<file path="config.mk">
export PLATFORM = sky130hd
export DESIGN_NAME = timer_digit_loader
export DESIGN_NICKNAME = d
export VERILOG_FILES = /design/src/rtl/timer_digit_loader.sv
export SDC_FILE = /design/constraint.sdc
export NUM_CORES = 1
export LEC_CHECK = 0
export BUFFER_PORTS_ARGS = -buffer_cell sky130_fd_sc_hd__buf_4
export CORE_UTILIZATION = 32
export DETAILED_ROUTE_END_ITERATION = 10
export HOLD_SLACK_MARGIN = 0.08
export PLACE_DENSITY = 0.49
export SLEW_MARGIN = 20
export SYNTH_ARGS = -nofsm -noshare
export SYNTH_HDL_FRONTEND = slang
export SYNTH_SLANG_ARGS = --single-unit
</file>
<file path="constraint.sdc">
create_clock -name clk -period 2.4 [get_ports clk]
set_input_delay 0.12 -clock clk [delete_from_list [all_inputs] [get_ports clk]]
set_output_delay 0.12 -clock clk [all_outputs]
set_load 0.005 [all_outputs]
</file>
<file path="src/rtl/timer_digit_loader.sv">
// Keypad digit loader for an M:SS timer: debounces a BCD key code and shifts it into three digits.
// Optional macro SECONDS_LIMIT_EN rejects a shift that would push a digit >5 into seconds tens.
module timer_digit_loader #(
  parameter int unsigned DEBOUNCE_CYCLES = 4
) (
  input  logic       clk,
  input  logic       rst,
  input  logic [3:0] D,
  input  logic       valid,
  input  logic       enablen,
  input  logic       clear,
  output logic [3:0] min_ones,
  output logic [3:0] sec_tens,
  output logic [3:0] sec_ones,
  output logic [1:0] digit_count,
  output logic       loaded
);

  typedef enum logic [1:0] {StIdle, StDebounce, StHeld} state_e;

  localparam logic [4:0] LpCycles = 5'(DEBOUNCE_CYCLES);

  state_e     r_state;
  logic [3:0] r_cap;
  logic [3:0] r_cnt;

  logic w_code_ok;
  logic w_accept;
  logic w_limit_ok;
  logic w_shift;

  assign w_code_ok = valid && (D <= 4'd9);

`ifdef SECONDS_LIMIT_EN
  assign w_limit_ok = (sec_ones <= 4'd5);
`else
  assign w_limit_ok = 1'b1;
`endif

  // A stable code has been seen for DEBOUNCE_CYCLES consecutive sampled cycles.
  always_comb begin
    w_accept = 1'b0;
    if (!clear && !enablen && w_code_ok) begin
      unique case (r_state)
        StIdle:     w_accept = (LpCycles == 5'd1);
        StDebounce: w_accept = (D == r_cap) && (({1'b0, r_cnt} + 5'd1) >= LpCycles);
        default:    w_accept = 1'b0;
      endcase
    end
  end

  assign w_shift = w_accept && w_limit_ok;

  always_ff @(posedge clk or posedge rst) begin
    if (rst) begin
      r_state     <= StIdle;
      r_cap       <= 4'd0;
      r_cnt       <= 4'd0;
      min_ones    <= 4'd0;
      sec_tens    <= 4'd0;
      sec_ones    <= 4'd0;
      digit_count <= 2'd0;
      loaded      <= 1'b0;
    end else begin
      loaded <= w_shift;
      if (w_shift) begin
        min_ones <= sec_tens;
        sec_tens <= sec_ones;
        sec_ones <= r_state == StIdle ? D : r_cap;
        if (digit_count != 2'd3) digit_count <= digit_count + 2'd1;
      end

      if (clear) begin
        r_state     <= StIdle;
        min_ones    <= 4'd0;
        sec_tens    <= 4'd0;
        sec_ones    <= 4'd0;
        digit_count <= 2'd0;
      end else if (enablen) begin
        r_state <= StIdle;
      end else begin
        unique case (r_state)
          StIdle: begin
            if (w_code_ok) begin
              r_cap   <= D;
              r_cnt   <= 4'd1;
              r_state <= w_accept ? StHeld : StDebounce;
            end
          end
          StDebounce: begin
            if (!w_code_ok) begin
              r_state <= StIdle;
            end else if (D != r_cap) begin
              r_cap <= D;
              r_cnt <= 4'd1;
            end else if (w_accept) begin
              r_state <= StHeld;
            end else begin
              r_cnt <= r_cnt + 4'd1;
            end
          end
          StHeld: begin
            if (!valid) r_state <= StIdle;
          end
          default: r_state <= StIdle;
        endcase
      end
    end
  end

endmodule

</file>
==> results.sh, run 1 <==
export IMPL_outcome="completed"
export IMPL_maxSlewViolCount=0
export IMPL_wire_per_inst_um=12.3
export IMPL_switching_share_pct=24.0
export IMPL_cp_depth=7
export IMPL_fin_skew_ps=6.17
export IMPL_setup_slack_ps=411
export IMPL_p_seq_share_pct=58.0
export IMPL_power_mw=0.779
export IMPL_synth_mux_area_share_pct=17.8
export IMPL_cp_max_fo=14
export IMPL_hold_viol=0
export IMPL_groute_usage_overall_pct=11.1
export IMPL_grt_max_degree=26
export IMPL_syn2layout_area_growth_pct=22.5
export IMPL_switching_power_mw=0.187
export IMPL_cts_clk_slew_worst_paths_ps=90
export IMPL_ys_ff_latch=25
export IMPL_peakVddDrop_v=0.000375
export IMPL_cap_violations=0
export IMPL_cts_sinks=25
export IMPL_synth_fp_nets=106
export IMPL_ctsHoldBuffers=1
export IMPL_numCtsBuffers=3
export IMPL_max_slew_margin_rel_pct=38.5
export IMPL_h_tree_depth=1
export IMPL_rows=21
export IMPL_max_freq_mhz=503
export IMPL_synth_main_ff_cell="dfrtp_1"
export IMPL_num_vias=760
export IMPL_fin_nets=134
export IMPL_clk_latency_ps=270
export IMPL_place_ws_ps=411
export IMPL_post_dp_hpwl_um=1450
export IMPL_cts_max_path_buffers=2
export IMPL_yosysWarnings=0
export IMPL_post_cts_repair_setup_buffers=0
export IMPL_hold_path_class="primary input to flop"
export IMPL_ios=24
export IMPL_start_util_pct=34.7
export IMPL_final_common_cell="dfrtp_1"
export IMPL_cts_tree="done"
export IMPL_synth_distinct_cells=30
export IMPL_fin_util_pct=42.5
export IMPL_synth_cells=94
export IMPL_netlist_top_cells_area="dfrtp_1 52%, mux2_2 6.6%, mux2_4 6.2%"
export IMPL_die_h_um=63.3
export IMPL_portBuffers=23
export IMPL_die_w_um=63.3
export IMPL_yosysSeqAreaShare_pct=52.0
export IMPL_power_leakage_nw=0.766
export IMPL_cp_slowest_cell="dlygate4sd3_1"
export IMPL_drive_gt1_share_pct=36.4
export IMPL_critPathMaxStageDelay_ps=530
export IMPL_hold_depth=3
export IMPL_core_area_sq_um=3470
export IMPL_final_cell_mix="25 x dfrtp_1, 24 x buf_4, 7 x mux2_2"
export IMPL_crit_family="buffers and inverters"
export IMPL_dr_pass1_iters=2
export IMPL_diodes=0
export IMPL_cp_arrival_ps=2150
export IMPL_pwr_share_clk_pct=32.6
export IMPL_critPathBufInv=3
export IMPL_setup_violations=0
export IMPL_tns_ps=0
export IMPL_syn_area_per_cell_sq_um=12.8
export IMPL_ant_nets=0
export IMPL_ys_async_sr_fraction_pct=100
export IMPL_rsz0062_at_grt="false"
export IMPL_grt_antenna_before_repair=0
export IMPL_overflow=0
export IMPL_die_area_sq_um=4010
export IMPL_crit_path_frequent_cell="buf_4"
export IMPL_power_internal_mw=0.592
export IMPL_fin_crit_ps=1990
export IMPL_worstMarginPinSlew_ps=917
export IMPL_startpoint_type="primary input"
export IMPL_synth_xor_area_share_pct=2.91
export IMPL_min_period_over_period_pct=82.9
export IMPL_syn_area_sq_um=1200
export IMPL_synth_top_family_by_area="multiplexers"
export IMPL_placed_cell_area_sq_um=1400
export IMPL_crit_path_cell_trace="dlygate4sd3_1, buf_4, nor4b_2, nand2_1, or3_1, buf_4, mux2_4"
export IMPL_grt_first_pass_wirelength_um=3390
export IMPL_wl_um=2050
export IMPL_via_per_inst=4.55
export IMPL_grt_pass1_vias=754
export IMPL_cp_data_required_time_ps=2560
export IMPL_cts_root_buffer="clkbuf_8"
export IMPL_combPwrFrac_pct=9.3
export IMPL_ctsResizeCount=0
export IMPL_synth_largest_area_cell="dfrtp_1"
export IMPL_synth_compound_area_share_pct=4.47
export IMPL_drc_errors=0
export IMPL_powerDensity_nw_per_um2=529
export IMPL_drtIter0Drc=20
export IMPL_yosys_area_share_adder_pct=3.12
export IMPL_synth_top_cell_area_share_pct=52.0
export IMPL_r2r_cells=6
export IMPL_end_kind="flop"
export IMPL_fin_area_sq_um=1470
export IMPL_worstSetupPathType="primary input to flop"
export IMPL_routabilityCongestion=0.729
export IMPL_synthSimpleGateAreaFrac_pct=15.1
export IMPL_synth_edff_count=0
-- worst min-delay path: stages --
cell and delay [ps]:
buf_4 100, nand2_1 40, o21ai_0 60
-- cells in the mapped netlist, types with 3 or more instances --
cell type,count
inv_1,5
mux2i_1,6
mux2_2,7
o21ai_0,3
nand2_1,4
dfrtp_1,25
nand2b_1,6
and2b_1,3
xor2_1,3
mux2_4,5
ha_1,3
nor2b_1,6
-- power groups by stage --
stage	clock network [mW]	logic (mW)	registers, mW
after floorplan	0	0.0486	0.457
after global placement	0	0.0706	0.459
after detailed placement	0	0.0712	0.460
after CTS	0.266	0.0732	0.452
after global routing	0.284	0.0814	0.454
final	0.254	0.0726	0.452
-- path summary, 6_finish.rpt --
kind	from	to	slack [ps]
hold reg to reg	r_cnt[2]$_DFFE_PP0P_	r_cnt[2]$_DFFE_PP0P_	520
hold / removal	D[3]	r_cap[3]$_DFFE_PP0P_	100
max in group asynchronous	rst	r_state[0]$_DFFE_PP0P_	1470
setup / recovery	enablen	sec_tens[1]$_DFFE_PP0P_	410
min in group asynchronous	rst	min_ones[0]$_DFFE_PP0P_	500
setup reg to reg	r_cnt[0]$_DFFE_PP0P_	sec_tens[2]$_DFFE_PP0P_	410
-- stage by stage --
step                hold slack, ps  instances
global route                  80.6        167
global placement               318        161
floorplan                      147         94
detailed placement             329        161
finish                        96.1        167
CTS                           92.1        166
-- per-layer routing --
layer  vias up  global-route usage [%]  share of wire [%]
met4         0                    2.56               0.58
li1        371                       -                  -
met3         2                    3.62                5.5
met5         -                       0                  0
met1       368                    13.5                 46
met2        19                    19.0                 48
-- state kept, by name, indices dropped and copies added (netlist names) --
name	count
r_state	2
sec_tens	4
min_ones	4
loaded	1
r_cap	4
r_cnt	4
sec_ones	4
digit_count	2
-- cell type report --
type | count | area (sq um)
fillers | 352 | 2000
flip-flops and latches | 25 | 626
multi-input cells | 61 | 522
repair buffers | 26 | 200
well taps | 46 | 57.6
clock buffers | 3 | 41.3
inverters | 5 | 18.8
clock inverters | 1 | 7.51
-- kinds of logic (layout without fill, tap and decap cells) --
family / count (synthesis) / after routing
multiplexers: 18 / 18
flip-flops: 25 / 25
AO/OA/AOI/OAI: 8 / 8
adder cells (fa/ha/maj): 3 / 3
buffers and inverters: 8 / 35
AND/OR/NAND/NOR: 28 / 28
XOR/XNOR: 4 / 4
No activity file was read; power rests on OpenSTA's default activity.
==> run 2: changes to the inputs <==
--- a/config.mk
+++ b/config.mk
@@ -9,7 +9,7 @@
 export CORE_UTILIZATION = 32
 export DETAILED_ROUTE_END_ITERATION = 10
 export HOLD_SLACK_MARGIN = 0.08
-export PLACE_DENSITY = 0.49
+export PLACE_DENSITY = 0.51
 export SLEW_MARGIN = 20
 export SYNTH_ARGS = -nofsm -noshare
 export SYNTH_HDL_FRONTEND = slang
==> constraint.sdc (replaced) <==
create_clock -name clk -period 1.6 [get_ports clk]
set_input_delay 0.08 -clock clk [delete_from_list [all_inputs] [get_ports clk]]
set_output_delay 0.08 -clock clk [all_outputs]
set_load 0.005 [all_outputs]
==> run 2 against run 1 <==
Effect of this change: the flow now finishes with violations (negative setup slack); clock skew fell by 1.0 ps; non-clock buffer count rose by 23; first-iteration DRC count rose by 35%; combinational power rose by 140%; register-to-register slack got worse by 590 ps; routed wire length rose by 16%; critical path type is now flop to flop; critical endpoint unchanged; largest power group unchanged; highest routed layer unchanged.
==> results.sh, run 2 (synthesis results as in run 1) <==
export IMPL_grt_antenna_before_repair=0
export IMPL_cap_violations=0
export IMPL_maxSlewViolCount=0
export IMPL_start_util_pct=34.7
export IMPL_power_leakage_nw=0.899
export IMPL_drtIter0Drc=27
export IMPL_fin_crit_ps=1780
export IMPL_routabilityCongestion=0.664
export IMPL_cts_tree="done"
export IMPL_fin_skew_ps=5.14
export IMPL_min_period_over_period_pct=111
export IMPL_cts_sinks=25
export IMPL_wire_per_inst_um=12.6
export IMPL_drive_gt1_share_pct=50.0
export IMPL_fillCellCount=333
export IMPL_cp_arrival_ps=1930
export IMPL_fin_area_sq_um=1740
export IMPL_clk_latency_ps=260
export IMPL_worstMarginPinSlew_ps=323
export IMPL_hold_viol=0
export IMPL_placed_cell_area_sq_um=1540
export IMPL_power_mw=1.21
export IMPL_via_per_inst=4.41
export IMPL_worstSetupPathType="flop to flop"
export IMPL_numCtsBuffers=3
export IMPL_groute_usage_overall_pct=13.7
export IMPL_grt_first_pass_wirelength_um=4250
export IMPL_num_vias=837
export IMPL_overflow=0
export IMPL_fin_nets=157
export IMPL_ant_nets=0
export IMPL_h_tree_depth=1
export IMPL_wl_um=2390
export IMPL_core_area_sq_um=3470
export IMPL_final_cell_mix="38 x buf_4, 25 x dfrtp_1, 7 x mux2_2"
export IMPL_setup_violations=14
export IMPL_post_dp_hpwl_um=1640
export IMPL_ios=24
export IMPL_violations="negative setup slack"
export IMPL_fin_util_pct=50.1
export IMPL_cp_data_required_time_ps=1750
export IMPL_die_area_sq_um=4010
export IMPL_cts_root_buffer="clkbuf_8"
export IMPL_final_common_cell="buf_4"
export IMPL_max_freq_mhz=563
export IMPL_grt_pass1_vias=918
export IMPL_startpoint_type="flop"
export IMPL_peakVddDrop_v=0.000277
export IMPL_max_slew_margin_rel_pct=78.5
export IMPL_hold_path_class="primary input to flop"
export IMPL_powerDensity_nw_per_um2=698
export IMPL_grt_max_degree=26
export IMPL_setup_slack_ps=-175
export IMPL_syn2layout_area_growth_pct=44.5
export IMPL_die_w_um=63.3
export IMPL_end_kind="flop"
export IMPL_tns_ps=-1770
export IMPL_portBuffers=23
export IMPL_outcome="complete, but fails checks"
export IMPL_cts_clk_slew_worst_paths_ps=80
export IMPL_place_ws_ps=-196
export IMPL_die_h_um=63.3
export IMPL_cp_max_fo=5
export IMPL_rsz0062_at_grt="true"
export IMPL_drc_errors=0
export IMPL_dr_pass1_iters=4
export IMPL_diodes=0
export IMPL_rows=21
export IMPL_cts_max_path_buffers=2
## run 2: metrics by stage
step / cells / hold slack [ps]
2_1_floorplan: 94 / 107
3_3_place_gp: 178 / 163
3_5_place_dp: 178 / 169
4_1_cts: 189 / 136
5_1_grt: 190 / 143
6_report: 190 / 148
## run 2: timing repair
| action | 4_1_cts | 5_1_grt |
|---|---|---|
| setup buffers | 1 | 1 |
| cloned | 1 | 0 |
| hold buffers | 6 | 0 |
| resized for setup | 9 | 9 |
| endpoints found under the hold margin | 29 | 0 |
| setup endpoints to repair | 19 | 18 |
| pin swaps | 4 | 5 |
## run 2: critical path, stage by stage (launching register included)
cell and delay [ps]:
dfrtp_1 390, xor2_1 160, nor3_2 190, nand3_2 90
or3_4 400, buf_6 150, mux2_4 290
## run 2: report_power, final
part,internal (mW),switching (mW)
Clock,0.178,0.191
Sequential,0.656,0.0171
Combinational,0.100,0.0716
Total,0.934,0.279
## run 2: area by class of cell
class,count,area (sq um),share of cell area (%)
clock buffers,4,45.0,2.59
well taps,46,57.6,3.31
inverters,5,18.8,1.08
repair buffers,49,402,23.1
flip-flops and latches,25,626,36.0
multi-input cells,61,589,33.9
## run 2: layer usage
layer | GRT usage, % | vias to the layer above | part of all wire, %
met3 | 2.54 | 2 | 3.8
li1 | - | 414 | -
met1 | 17.4 | 406 | 47
met4 | 5.97 | 0 | 0.63
met5 | 0 | - | 0
met2 | 22.6 | 15 | 49
## run 2: worst paths after layout
check	startpoint	endpoint	slack (ps)	cells after the start
max	r_cap[3]$_DFFE_PP0P_	sec_tens[1]$_DFFE_PP0P_	-180	6
min	D[3]	r_cap[3]$_DFFE_PP0P_	150	4
max reg2reg	r_cap[3]$_DFFE_PP0P_	sec_tens[1]$_DFFE_PP0P_	-180	6
min reg2reg	r_state[0]$_DFFE_PP0P_	r_state[1]$_DFFE_PP0P_	520	1
max in group asynchronous	rst	sec_tens[2]$_DFFE_PP0P_	930	4
min in group asynchronous	rst	loaded$_DFF_PP0_	420	4
==> run 3: changes to the inputs <==
--- a/config.mk
+++ b/config.mk
@@ -10,6 +10,7 @@
 export DETAILED_ROUTE_END_ITERATION = 10
 export HOLD_SLACK_MARGIN = 0.08
 export PLACE_DENSITY = 0.51
+export REMOVE_ABC_BUFFERS = 1
 export SLEW_MARGIN = 20
 export SYNTH_ARGS = -nofsm -noshare
 export SYNTH_HDL_FRONTEND = slang
==> run 3 against run 2 <==
Effect of this change: the run still ends with negative setup slack left; largest cell class unchanged; sequential cell count unchanged; total power up 0.81%; design area down 1.9%; via count up 3.1%.
==> results.sh, run 3 (synthesis results as in run 1) <==
export IMPL_outcome="complete, but fails checks"
export IMPL_violations="negative setup slack"
export IMPL_ios=24
export IMPL_cts_clk_slew_worst_paths_ps=90
export IMPL_worstMarginPinSlew_ps=329
export IMPL_wire_per_inst_um=12.6
export IMPL_groute_usage_overall_pct=13.4
export IMPL_routabilityCongestion=0.707
export IMPL_reg2reg_from="r_cap[3]$_DFFE_PP0P_"
export IMPL_cap_violations=0
export IMPL_grt_max_degree=26
export IMPL_wl_um=2380
export IMPL_hold_depth=4
export IMPL_max_slew_margin_rel_pct=78.1
export IMPL_pwr_share_clk_pct=31.5
export IMPL_grt_first_pass_wirelength_um=4140
export IMPL_maxSlewViolCount=0
export IMPL_final_common_cell="buf_4"
export IMPL_power_leakage_nw=0.877
export IMPL_h_tree_depth=1
export IMPL_switching_power_mw=0.296
export IMPL_final_cell_mix="36 x buf_4, 25 x dfrtp_1, 7 x mux2_2, 7 x dlygate4sd3_1"
export IMPL_holdWs_ps=137
export IMPL_power_internal_mw=0.927
export IMPL_fin_crit_ps=1770
export IMPL_fin_nets=155
export IMPL_cp_data_required_time_ps=1770
export IMPL_startpoint="r_cap[3]$_DFFE_PP0P_"
export IMPL_min_period_over_period_pct=111
export IMPL_rows=21
export IMPL_setup_slack_ps=-169
export IMPL_dr_pass1_iters=4
export IMPL_clk_latency_ps=270
export IMPL_cts_max_path_buffers=2
export IMPL_start_util_pct=34.7
export IMPL_worstSetupPathType="flop to flop"
export IMPL_cts_sinks=25
export IMPL_core_area_sq_um=3470
export IMPL_drc_errors=0
export IMPL_peakVddDrop_v=0.000271
export IMPL_hold_viol=0
export IMPL_cts_root_buffer="clkbuf_8"
export IMPL_setup_violations=14
export IMPL_ant_nets=0
export IMPL_post_dp_hpwl_um=1690
export IMPL_via_per_inst=4.59
export IMPL_power_mw=1.22
export IMPL_r2r_cells=6
export IMPL_die_area_sq_um=4010
export IMPL_end_kind="flop"
export IMPL_drive_gt1_share_pct=48.6
export IMPL_die_w_um=63.3
export IMPL_num_vias=863
export IMPL_portBuffers=23
export IMPL_worstHoldStart="D[3]"
export IMPL_cp_arrival_ps=1940
export IMPL_fin_skew_ps=6.96
export IMPL_numCtsBuffers=3
export IMPL_cts_tree="done"
export IMPL_powerDensity_nw_per_um2=717
export IMPL_drtIter0Drc=43
export IMPL_overflow=0
export IMPL_syn2layout_area_growth_pct=41.8
export IMPL_cp_max_fo=7
export IMPL_grt_antenna_before_repair=0
export IMPL_die_h_um=63.3
export IMPL_switching_share_pct=24.2
export IMPL_fin_util_pct=49.2
export IMPL_p_seq_share_pct=55.0
export IMPL_hold_path_class="primary input to flop"
export IMPL_combPwrFrac_pct=13.4
export IMPL_grt_pass1_vias=923
export IMPL_diodes=0
export IMPL_rsz0062_at_grt="true"
export IMPL_startpoint_type="flop"
export IMPL_max_freq_mhz=565
==> run 3: cell count changes in the layout (fill, tap and decap cells not counted) <==
cell           previous run  this run
nor4b_4                   1         0
clkbuf_1                  1         0
nor4b_2                   0         1
mux2i_2                   1         0
buf_6                     5         4
a21oi_2                   0         1
buf_4                    38        36
clkinvlp_4                0         1
mux2i_1                   5         6
a21oi_4                   1         0
dlygate4sd3_1             6         7
==> run 3: power groups by stage <==
stage	clock network [mW]	logic [mW]	registers (mW)
after floorplan	0	0.0702	0.685
after global placement	0	0.140	0.685
after detailed placement	0	0.142	0.686
after CTS	0.401	0.157	0.673
after global routing	0.415	0.183	0.676
final	0.386	0.164	0.673
==> run 3: metrics by stage <==
stage	setup WS (ps)	area, sq um	TNS [ps]	instances
finish	-169	1710	-1790	188
floorplan	-462	1170	-5110	91
detailed placement	-224	1520	-2830	176
global placement	-226	1520	-2940	176
global route	-230	1710	-2800	188
CTS	-168	1660	-1950	187
==> run 3: final timing paths <==
check / slack, ps / to
hold reg to reg: 500 / r_state[1]$_DFFE_PP0P_
min in group asynchronous: 420 / loaded$_DFF_PP0_
hold / removal: 140 / r_cap[3]$_DFFE_PP0P_
setup / recovery: -170 / sec_tens[1]$_DFFE_PP0P_
max in group asynchronous: 930 / r_cnt[0]$_DFFE_PP0P_
setup reg to reg: -170 / sec_tens[1]$_DFFE_PP0P_
==> run 3: area by class of cell <==
cell class | count | area (sq um)
fill | 340 | 1760
clock inverter | 1 | 7.51
sequential | 25 | 626
tap | 46 | 57.6
clock buffer | 3 | 41.3
inverter | 5 | 18.8
multi-input combinational | 61 | 569
timing repair buffer | 47 | 385
==> run 3: timing repair <==
item                       in CTS  in global routing
setup buffers                   0                  2
pin swaps                       4                  5
hold buffers                    7                  0
setup endpoints to repair      19                 20
gates resized for setup         6                 10
hold endpoints to repair       29                  0
==> run 3: worst max-delay path: stages (launching register included) <==
cell and delay [ps]:
dfrtp_1 400, xor2_1 150, nor3_2 220, nand3_2 90
or3_4 350, buf_6 150, mux2_4 290
==> run 3: layer usage <==
layer	vias up	share of wire (%)	global-route usage, %
met3	5	4.5	2.72
met4	0	1.2	5.11
li1	412	-	-
met2	19	49	22.2
met5	-	0	0
met1	427	45	17.0
